`src/rtl/load_store_unit.sv`:
```
// Load/store unit: datapath request -> single big-endian bus cycle with wait-state timeout.
// Optional LSU_MISALIGN_TRAP_EN traps misaligned half/word accesses instead of force-aligning them.
module load_store_unit #(
  parameter int unsigned TIMEOUT = 16
) (
  input  logic        clk,
  input  logic        rst_n,
  input  logic        req,
  input  logic        we,
  input  logic [1:0]  size,
  input  logic        sext,
  input  logic [31:0] addr,
  input  logic [31:0] wdata,
  output logic [31:0] rdata,
  output logic        busy,
  output logic        done,
  output logic        err,
  output logic        mem_req,
  output logic        mem_we,
  output logic [31:0] mem_addr,
  output logic [3:0]  mem_be,
  output logic [31:0] mem_wdata,
  input  logic [31:0] mem_rdata,
  input  logic        mem_ready
);

  localparam logic [7:0] TimeoutCnt = 8'(TIMEOUT);

  typedef enum logic [1:0] {IDLE, ACCESS, RESP} state_t;

  state_t      state_q, state_d;
  logic [7:0]  cnt_q, cnt_d;
  logic        we_q, we_d;
  logic [1:0]  size_q, size_d;
  logic        sext_q, sext_d;
  logic [1:0]  off_q, off_d;
  logic        err_q, err_d;
  logic [31:0] rdata_q, rdata_d;
  logic        mem_req_q, mem_req_d;
  logic        mem_we_q, mem_we_d;
  logic [31:0] mem_addr_q, mem_addr_d;
  logic [3:0]  mem_be_q, mem_be_d;
  logic [31:0] mem_wdata_q, mem_wdata_d;

  logic [3:0]  be_calc;
  logic [31:0] wdata_calc;
  logic [7:0]  byte_sel;
  logic [15:0] half_sel;
  logic [31:0] load_val;
  logic        misalign;

`ifdef LSU_MISALIGN_TRAP_EN
  assign misalign = ((size == 2'd1) && addr[0]) || (size[1] && (addr[1:0] != 2'b00));
`else
  assign misalign = 1'b0;
`endif

  // Lane steering from the live request; half/word ignore the low offset bits.
  always_comb begin
    be_calc    = 4'b1111;
    wdata_calc = wdata;
    case (size)
      2'd0: begin
        be_calc    = 4'b1000 >> addr[1:0];
        wdata_calc = {4{wdata[7:0]}};
      end
      2'd1: begin
        be_calc    = addr[1] ? 4'b0011 : 4'b1100;
        wdata_calc = {2{wdata[15:0]}};
      end
      default: begin
        be_calc    = 4'b1111;
        wdata_calc = wdata;
      end
    endcase
  end

  // Load extraction uses the offset captured at acceptance, not the live address.
  always_comb begin
    byte_sel = mem_rdata[31:24];
    case (off_q)
      2'd0:    byte_sel = mem_rdata[31:24];
      2'd1:    byte_sel = mem_rdata[23:16];
      2'd2:    byte_sel = mem_rdata[15:8];
      default: byte_sel = mem_rdata[7:0];
    endcase
    half_sel = off_q[1] ? mem_rdata[15:0] : mem_rdata[31:16];
    case (size_q)
      2'd0:    load_val = {{24{sext_q & byte_sel[7]}}, byte_sel};
      2'd1:    load_val = {{16{sext_q & half_sel[15]}}, half_sel};
      default: load_val = mem_rdata;
    endcase
  end

  always_comb begin
    state_d     = state_q;
    cnt_d       = cnt_q;
    we_d        = we_q;
    size_d      = size_q;
    sext_d      = sext_q;
    off_d       = off_q;
    err_d       = 1'b0;
    rdata_d     = '0;
    mem_req_d   = mem_req_q;
    mem_we_d    = mem_we_q;
    mem_addr_d  = mem_addr_q;
    mem_be_d    = mem_be_q;
    mem_wdata_d = mem_wdata_q;
    case (state_q)
      IDLE: begin
        if (req) begin
          we_d   = we;
          size_d = size;
          sext_d = sext;
          off_d  = addr[1:0];
          if (misalign) begin
            state_d = RESP;
            err_d   = 1'b1;
          end else begin
            state_d     = ACCESS;
            cnt_d       = 8'd0;
            mem_req_d   = 1'b1;
            mem_we_d    = we;
            mem_addr_d  = {addr[31:2], 2'b00};
            mem_be_d    = be_calc;
            mem_wdata_d = wdata_calc;
          end
        end
      end
      ACCESS: begin
        // A ready arriving on the last allowed cycle still wins over the timeout.
        if (mem_ready) begin
          state_d   = RESP;
          mem_req_d = 1'b0;
          rdata_d   = we_q ? 32'd0 : load_val;
        end else if (cnt_q == TimeoutCnt) begin
          state_d   = RESP;
          mem_req_d = 1'b0;
          err_d     = 1'b1;
        end else begin
          cnt_d = cnt_q + 8'd1;
        end
      end
      RESP:    state_d = IDLE;
      default: state_d = IDLE;
    endcase
  end

  always_ff @(posedge clk or negedge rst_n) begin
    if (!rst_n) begin
      state_q     <= IDLE;
      cnt_q       <= '0;
      we_q        <= 1'b0;
      size_q      <= '0;
      sext_q      <= 1'b0;
      off_q       <= '0;
      err_q       <= 1'b0;
      rdata_q     <= '0;
      mem_req_q   <= 1'b0;
      mem_we_q    <= 1'b0;
      mem_addr_q  <= '0;
      mem_be_q    <= '0;
      mem_wdata_q <= '0;
    end else begin
      state_q     <= state_d;
      cnt_q       <= cnt_d;
      we_q        <= we_d;
      size_q      <= size_d;
      sext_q      <= sext_d;
      off_q       <= off_d;
      err_q       <= err_d;
      rdata_q     <= rdata_d;
      mem_req_q   <= mem_req_d;
      mem_we_q    <= mem_we_d;
      mem_addr_q  <= mem_addr_d;
      mem_be_q    <= mem_be_d;
      mem_wdata_q <= mem_wdata_d;
    end
  end

  assign rdata     = rdata_q;
  assign busy      = (state_q != IDLE);
  assign done      = (state_q == RESP);
  assign err       = err_q;
  assign mem_req   = mem_req_q;
  assign mem_we    = mem_we_q;
  assign mem_addr  = mem_addr_q;
  assign mem_be    = mem_be_q;
  assign mem_wdata = mem_wdata_q;

endmodule

```
`config.mk`:
```
export PLATFORM = sky130hd
export DESIGN_NAME = load_store_unit
export DESIGN_NICKNAME = d
export VERILOG_FILES = /design/src/rtl/load_store_unit.sv
export SDC_FILE = /design/constraint.sdc
export NUM_CORES = 1
export LEC_CHECK = 0
export ABC_CLOCK_PERIOD_IN_PS = 2500
export CAP_MARGIN = 15
export CORE_ASPECT_RATIO = 1.25
export CORE_UTILIZATION = 45
export CTS_BUF_LIST = sky130_fd_sc_hd__clkbuf_4 sky130_fd_sc_hd__clkbuf_8
export DETAILED_ROUTE_END_ITERATION = 16
export HOLD_SLACK_MARGIN = 0.15
export PLACE_DENSITY = 0.82
export SLEW_MARGIN = 20
export SYNTH_ARGS = -nofsm -noshare
export SYNTH_HDL_FRONTEND = slang
export SYNTH_SLANG_ARGS = --single-unit
export TNS_END_PERCENT = 30
```
`constraint.sdc`:
```
create_clock -name clk -period 2.5 [get_ports clk]
set_input_delay 0.5 -clock clk [delete_from_list [all_inputs] [get_ports clk]]
set_output_delay 0.5 -clock clk [all_outputs]
set_load 0.05 [all_outputs]
```
==> metrics.txt, run 1 <==
status completed; Fin Hold WS 0.479 ns; total vias in the final route 4929; First-pass DRT Iterations 7; H-tree depth 4; RSZ-0062 raised after global routing false; Die Height 124 µm; GR Util met1 28.7%; clock sink count 116; Routed WL per cell 16.7 µm; # setup viols final 0; fin. max-slew vios 0; Setup crit end kind output port; placed insts 912; CP Buf/Inv Count 1; Initial DRC Count 262; prevailing post-synth register cell dfrtp_1; final RePlAce weighted congestion 0.915; grt ovf 0; Async SR Flop Fraction 100%; Final Critical Period 2.22 ns; pre-CTS setup slack 0.169 ns; vias in the first global route 5026; critical-path maximum fanout 4; Initial Utilization 46.2%; Via density 5.22; Least-Margin Pin Slew 0.642 ns; clk_skew 0.0120 ns; Port Buf Inserts 206; PwrDens 1130 mW/mm²; CP Class register to output port; EDFF count, synth 0; Max stage delay on crit path 0.86 ns; Max Clock Freq 450 MHz; clk root buf clkbuf_8; HP Class register to register; CTS max path bufs 2; Rows 44; worst-skew pair later-pin latency 0.43 ns; die width 99.7 µm; global-route wire length before repair 24.9 mm; post-route ant nets 0; All-Layer GR Usage 26.5%; die area 0.0124 mm²; Layout Utilization 69.5%; GR peak layer met2; CTS Buf Count 17; Leak 3.70 nW; I/O pin count 209; Final Hold Vio Count 0; Core Area 0.0116 mm²; delay-heaviest family, CP buffers and inverters; max-cap violation count 0; layout cell share with drive strength beyond 1 9.57%; antenna violations before repair 0; PnR worst setup slack 0.277 ns; Clk pin slew, worst setup/hold paths 0.07 ns; DP HPWL 11.5 mm; Yosys cell types 48; slew margin rel. 57.2%; FF+latch count, synth 116; GR Util met2 45.4%; crit path cell chain clkdlybuf4s50_1; VDD IR-drop max 0.000687 V; crit share post-route 88.9%; DRC 0; synthesized area 0.00537 mm²; area delta synth->final 50.5%; synthesized area per cell 9.52 µm²; Worst EP arrival 1.72 ns; NumNets Final 877; final wirelength 15.8 mm; synth warn 0; met3 Resource Use GR 11.3%; diodes inserted 0; Non-Filler Instances 945; required time worst endpoint 2.00 ns; largest net degree at the start of global routing 110; CP Launch Type register; CTS tree built; Synth Instances 564; Setup TNS Final 0 ns; register area share after synthesis 54.1%; Slowest cell on crit path clkdlybuf4s50_1
[synth_stat cells, types with 2 or more instances]
library cell / count / area (µm²)
a211oi_1: 9 / 67.6
a21oi_1: 29 / 145
a31oi_1: 2 / 12.5
buf_1: 6 / 22.5
buf_2: 8 / 40.0
buf_4: 3 / 22.5
buf_6: 2 / 22.5
clkbuf_1: 16 / 60.1
dfrtp_1: 116 / 2900
ha_1: 2 / 25.0
inv_1: 8 / 30.0
mux2_2: 7 / 78.8
mux2i_1: 29 / 290
mux4_2: 8 / 180
nand2_1: 195 / 732
nand2b_1: 6 / 37.5
nand3_1: 3 / 15.0
nor2_1: 26 / 97.6
nor2b_1: 3 / 18.8
nor3b_1: 2 / 15.0
nor4_1: 2 / 12.5
nor4b_1: 2 / 17.5
o21ai_0: 48 / 240
o22ai_1: 7 / 43.8
or2_2: 2 / 12.5
[final timing paths]
check	startpoint	to	slack, ns	depth (start not counted)
worst max register to register	cnt_q[0]$_DFFE_PN0P_	cnt_q[7]$_DFFE_PN0P_	0.52	6
worst min-delay path	mem_addr[10]$_DFFE_PN0P_	mem_addr[10]$_DFFE_PN0P_	0.48	2
max in group asynchronous	rst_n	mem_addr[9]$_DFFE_PN0P_	1.22	3
min in group asynchronous	rst_n	rdata[23]$_DFF_PN0_	0.63	2
worst min register to register	mem_addr[10]$_DFFE_PN0P_	mem_addr[10]$_DFFE_PN0P_	0.48	2
worst max-delay path	mem_we$_DFFE_PN0P_	mem_we	0.28	1
[power by group]
| group | switching (mW) | internal [mW] |
|---|---|---|
| combinational | 2.96 | 1.53 |
| sequential | 0.402 | 2.42 |
| clock | 0.743 | 1.11 |
| total | 4.11 | 5.05 |
[stage by stage]
| step | cell area [µm²] | power (mW) |
|---|---|---|
| 4_1_cts | 8080 | 9.20 |
| 2_1_floorplan | 5370 | 5.67 |
| 5_1_grt | 8080 | 9.60 |
| 6_report | 8080 | 9.16 |
| 3_5_place_dp | 7640 | 7.32 |
| 3_3_place_gp | 7640 | 7.22 |
[cells by family after synthesis]
| logic type | count (synthesis) | synth area share (%) |
|---|---|---|
| AO/OA/AOI/OAI | 104 | 11.3 |
| flip-flops | 116 | 54.1 |
| buffers and inverters | 43 | 3.68 |
| other | 1 | 0.0698 |
| AND/OR/NAND/NOR | 254 | 20.2 |
| adder cells (fa/ha/maj) | 2 | 0.466 |
| multiplexers | 44 | 10.2 |
[per-layer routing]
layer | share of wire (%) | vias to the layer above
li1 | - | 2302
met1 | 36 | 2323
met2 | 50 | 267
met3 | 11 | 37
met4 | 2.8 | 0
met5 | 0 | -
[what timing repair did]
action | in CTS | in global routing
resized for setup | 1 | 1
hold buffers | 1 | 0
buffers inserted | 0 | 0
cloned | 0 | 0
setup endpoints to repair | 1 | 1
hold endpoints to repair | 45 | 0
[state kept, by name, summed over array words and instances (netlist names)]
signal     count
err            1
mem_wdata     32
mem_be         4
rdata         32
mem_req        1
cnt_q          8
mem_we         1
off_q          2
size_q         2
mem_addr      30
sext_q         1
state_q        2
[cells in the final DEF (no fill, tap or decap), types with 2 or more instances in the layout]
cell type	netlist	routed
a211oi_1	9	9
a21oi_1	29	29
a31oi_1	2	2
buf_12	0	4
buf_4	3	12
bufinv_16	0	3
clkbuf_4	0	2
clkbuf_8	0	21
clkdlybuf4s50_1	0	203
clkinv_2	0	4
clkinvlp_4	0	2
conb_1	1	2
dfrtp_1	116	116
ha_1	2	2
inv_1	8	8
mux2_2	7	7
mux2i_1	29	29
mux4_2	8	8
nand2_1	195	195
nand2b_1	6	6
nand3_1	3	3
nor2_1	26	25
nor2b_1	3	3
nor3b_1	2	2
nor4_1	2	2
nor4b_1	2	2
o21ai_0	48	48
o22ai_1	7	7
or2_2	2	2
[layout make-up]
type                    count  area (µm²)
repair buffers            222        2230
well taps                 161         201
fillers                   851        3540
clock inverters             9         125
clock buffers              23         304
flip-flops and latches    116        2900
multi-input cells         406        2280
inverters                   8        30.0
Power figures use the tool's default switching activity.
==> run 2, diff against run 1 <==
GPL_TIMING_DRIVEN = 0   (was unset)
SLEW_MARGIN = unset   (was 20)
==> run 2 against run 1 <==
Die area unchanged. Count of clock-buffer cells in the layout down 1. Highest routed layer unchanged. Core utilization about the same. Total power up 0.25%. Clock skew down 0.0023 ns. Largest cell class unchanged. Register-to-register slack worse by 0.09 ns. Combinational power up 2%. Non-clock buffer count up 19. Via count up 2.3%. Wire length up 3.8%. Global-route usage up 1.2 points. Setup slack worse by 0.045 ns.
==> metrics.txt, run 2 (same netlist as run 1, synthesis figures left out) <==
crit share post-route 90.7% (was 88.9%); HP Class input pin to async pin (was register to register); PwrDens 1140 mW/mm² (was 1130 mW/mm²); slew margin rel. 44.8% (was 57.2%); Routed WL per cell 17.0 µm (was 16.7 µm); global-route wire length before repair 25.8 mm (was 24.9 mm); final RePlAce weighted congestion 0.878 (was 0.915); Slowest cell on crit path clkdlybuf4s50_1 (unchanged); clock sink count 116 (unchanged); Port Buf Inserts 205 (was 206); Layout Utilization 69.6% (was 69.5%); flip-flop and latch area 0.00290 mm² (unchanged); vias in the first global route 5304 (was 5026); required time worst endpoint 2.00 ns (about the same); Reg power frac 30.0% (was 30.8%); final wirelength 16.4 mm (was 15.8 mm); area delta synth->final 50.6% (was 50.5%); Via density 5.23 (was 5.22); Post-CTS Setup Bufs 0 (unchanged); clk root buf clkbuf_8 (unchanged); Leak 3.70 nW (about the same); worst-skew pair later-pin latency 0.44 ns (was 0.43 ns); antenna violations before repair 0 (unchanged); NumNets Final 896 (was 877); First-pass DRT Iterations 4 (was 7); DRC 0 (unchanged); Reg-to-Reg End mem_addr[17]$_DFFE_PN0P_ (was cnt_q[7]$_DFFE_PN0P_); # setup viols final 0 (unchanged); RR Startpoint state_q[0]$_DFFE_PN0P_ (was cnt_q[0]$_DFFE_PN0P_); most common cell after layout, fill and taps aside clkdlybuf4s50_1 (unchanged); CP Launch Type register (unchanged); die area 0.0124 mm² (unchanged); post-route ant nets 0 (unchanged); status completed (unchanged); Setup crit end kind output port (unchanged); CTS Hold Bufs 0 (was 1); RSZ-0062 raised after global routing false (unchanged); H-tree depth 4 (unchanged); largest net degree at the start of global routing 64 (was 110); delay-heaviest family, CP buffers and inverters (unchanged); Worst EP arrival 1.77 ns (was 1.72 ns); Sw Pwr 4.13 mW (was 4.11 mW); Clk network pwr share 20.1% (was 20.2%); Post-CTS Resized 0 (was 1); fillers 871 (was 851); Max Clock Freq 441 MHz (was 450 MHz); clk_skew 0.00970 ns (was 0.0120 ns); Final Hold Vio Count 0 (unchanged); Max stage delay on crit path 0.88 ns (was 0.86 ns); total vias in the final route 5040 (was 4929); DP HPWL 12.4 mm (was 11.5 mm); switching part of the total 45.0% (was 44.8%); CTS tree built (unchanged); Die Height 124 µm (unchanged); Initial Utilization 46.2% (unchanged); Clk pin slew, worst setup/hold paths 0.06 ns (was 0.07 ns); Worst Reg-to-Reg Cells 6 (unchanged); Comb pwr share 49.8% (was 49.0%); fin. max-slew vios 0 (unchanged); CP Class register to output port (unchanged); Least-Margin Pin Slew 0.828 ns (was 0.642 ns); grt ovf 0 (unchanged); Final Critical Period 2.27 ns (was 2.22 ns); CP Buf/Inv Count 1 (unchanged); Multi-input gate area 0.00227 mm² (was 0.00228 mm²); VDD IR-drop max 0.000741 V (was 0.000687 V); I/O pin count 209 (unchanged); reg-to-reg slack, setup 0.43 ns (was 0.52 ns); CTS Buf Count 17 (unchanged); die width 99.7 µm (unchanged); total power 9.18 mW (was 9.16 mW); crit path cell chain clkdlybuf4s50_1 (unchanged); Initial DRC Count 252 (was 262); Setup TNS Final 0 ns (unchanged); Cell Int Power 5.05 mW (about the same); CTS max path bufs 2 (unchanged); diodes inserted 0 (unchanged); Core Area 0.0116 mm² (unchanged); Rows 44 (unchanged); layout cell share with drive strength beyond 1 8.85% (was 9.57%); All-Layer GR Usage 27.7% (was 26.5%); critical-path maximum fanout 4 (unchanged); most frequent cells in the layout clkdlybuf4s50_1 (202), nand2_1 (195), dfrtp_1 (116) (was clkdlybuf4s50_1 (203), nand2_1 (195), dfrtp_1 (116)); max-cap violation count 0 (unchanged)
## run 2: cell types whose count changed in the layout (fill, tap and decap cells not counted), sizes merged
cell,delta
dlymetal6s2s,+1
dlygate4sd3,-1
dlygate4sd2,-1
clkbuf,+15
buf,+5
clkdlybuf4s50,-1
## run 2: per-stage QoR
step | worst slack, ns | cells | hold slack (ns) | area, µm²
floorplan | 0.753 | 565 | 0.204 | 5370
global placement | -3.34 | 931 | 0.459 | 7630
detailed placement | 0.119 | 932 | 0.466 | 7650
CTS | 0.0195 | 963 | 0.184 | 8080
global route | 0.155 | 963 | 0.197 | 8080
finish | 0.232 | 963 | 0.145 | 8080
## run 2: per-layer routing
| layer | track usage, % | up-vias | wire length (µm) |
|---|---|---|---|
| li1 | - | 2339 | - |
| met4 | 12.4 | 0 | 320 |
| met1 | 28.8 | 2428 | 6010 |
| met5 | 0 | - | 0 |
| met2 | 48.3 | 245 | 8420 |
| met3 | 12.3 | 28 | 1640 |
## run 2: how the worst max path moves through the flow
stage | from | endpoint | slack, ns | cells past startpoint
after floorplan | cnt_q[0]$_DFFE_PN0P_ | cnt_q[3]$_DFFE_PN0P_ | 0.75 | 7
after global placement | rst_n | mem_addr[21]$_DFFE_PN0P_ | -3.34 | 1
after detailed placement | mem_ready | rdata[5]$_DFF_PN0_ | 0.12 | 5
after CTS | state_q[0]$_DFFE_PN0P_ | busy | 0.02 | 2
after global routing | mem_we$_DFFE_PN0P_ | mem_we | 0.16 | 1
final | mem_we$_DFFE_PN0P_ | mem_we | 0.23 | 1
## run 2: final cells by class
class / count / share of cell area (%)
inverters: 8 / 0.371
flip-flops and latches: 116 / 35.9
well taps: 161 / 2.49
clock buffers: 22 / 3.75
multi-input cells: 406 / 28.1
plain buffers: 35 / 2.07
clock inverters: 9 / 1.55
repair buffers: 206 / 25.8
## run 2: power groups by stage
stage | combinational (mW) | sequential, mW | clock (mW)
finish | 4.57 | 2.76 | 1.85
detailed placement | 4.56 | 2.78 | 0
global route | 4.84 | 2.82 | 1.97
floorplan | 1.20 | 4.47 | 0
global placement | 4.47 | 2.76 | 0
CTS | 4.59 | 2.76 | 1.88
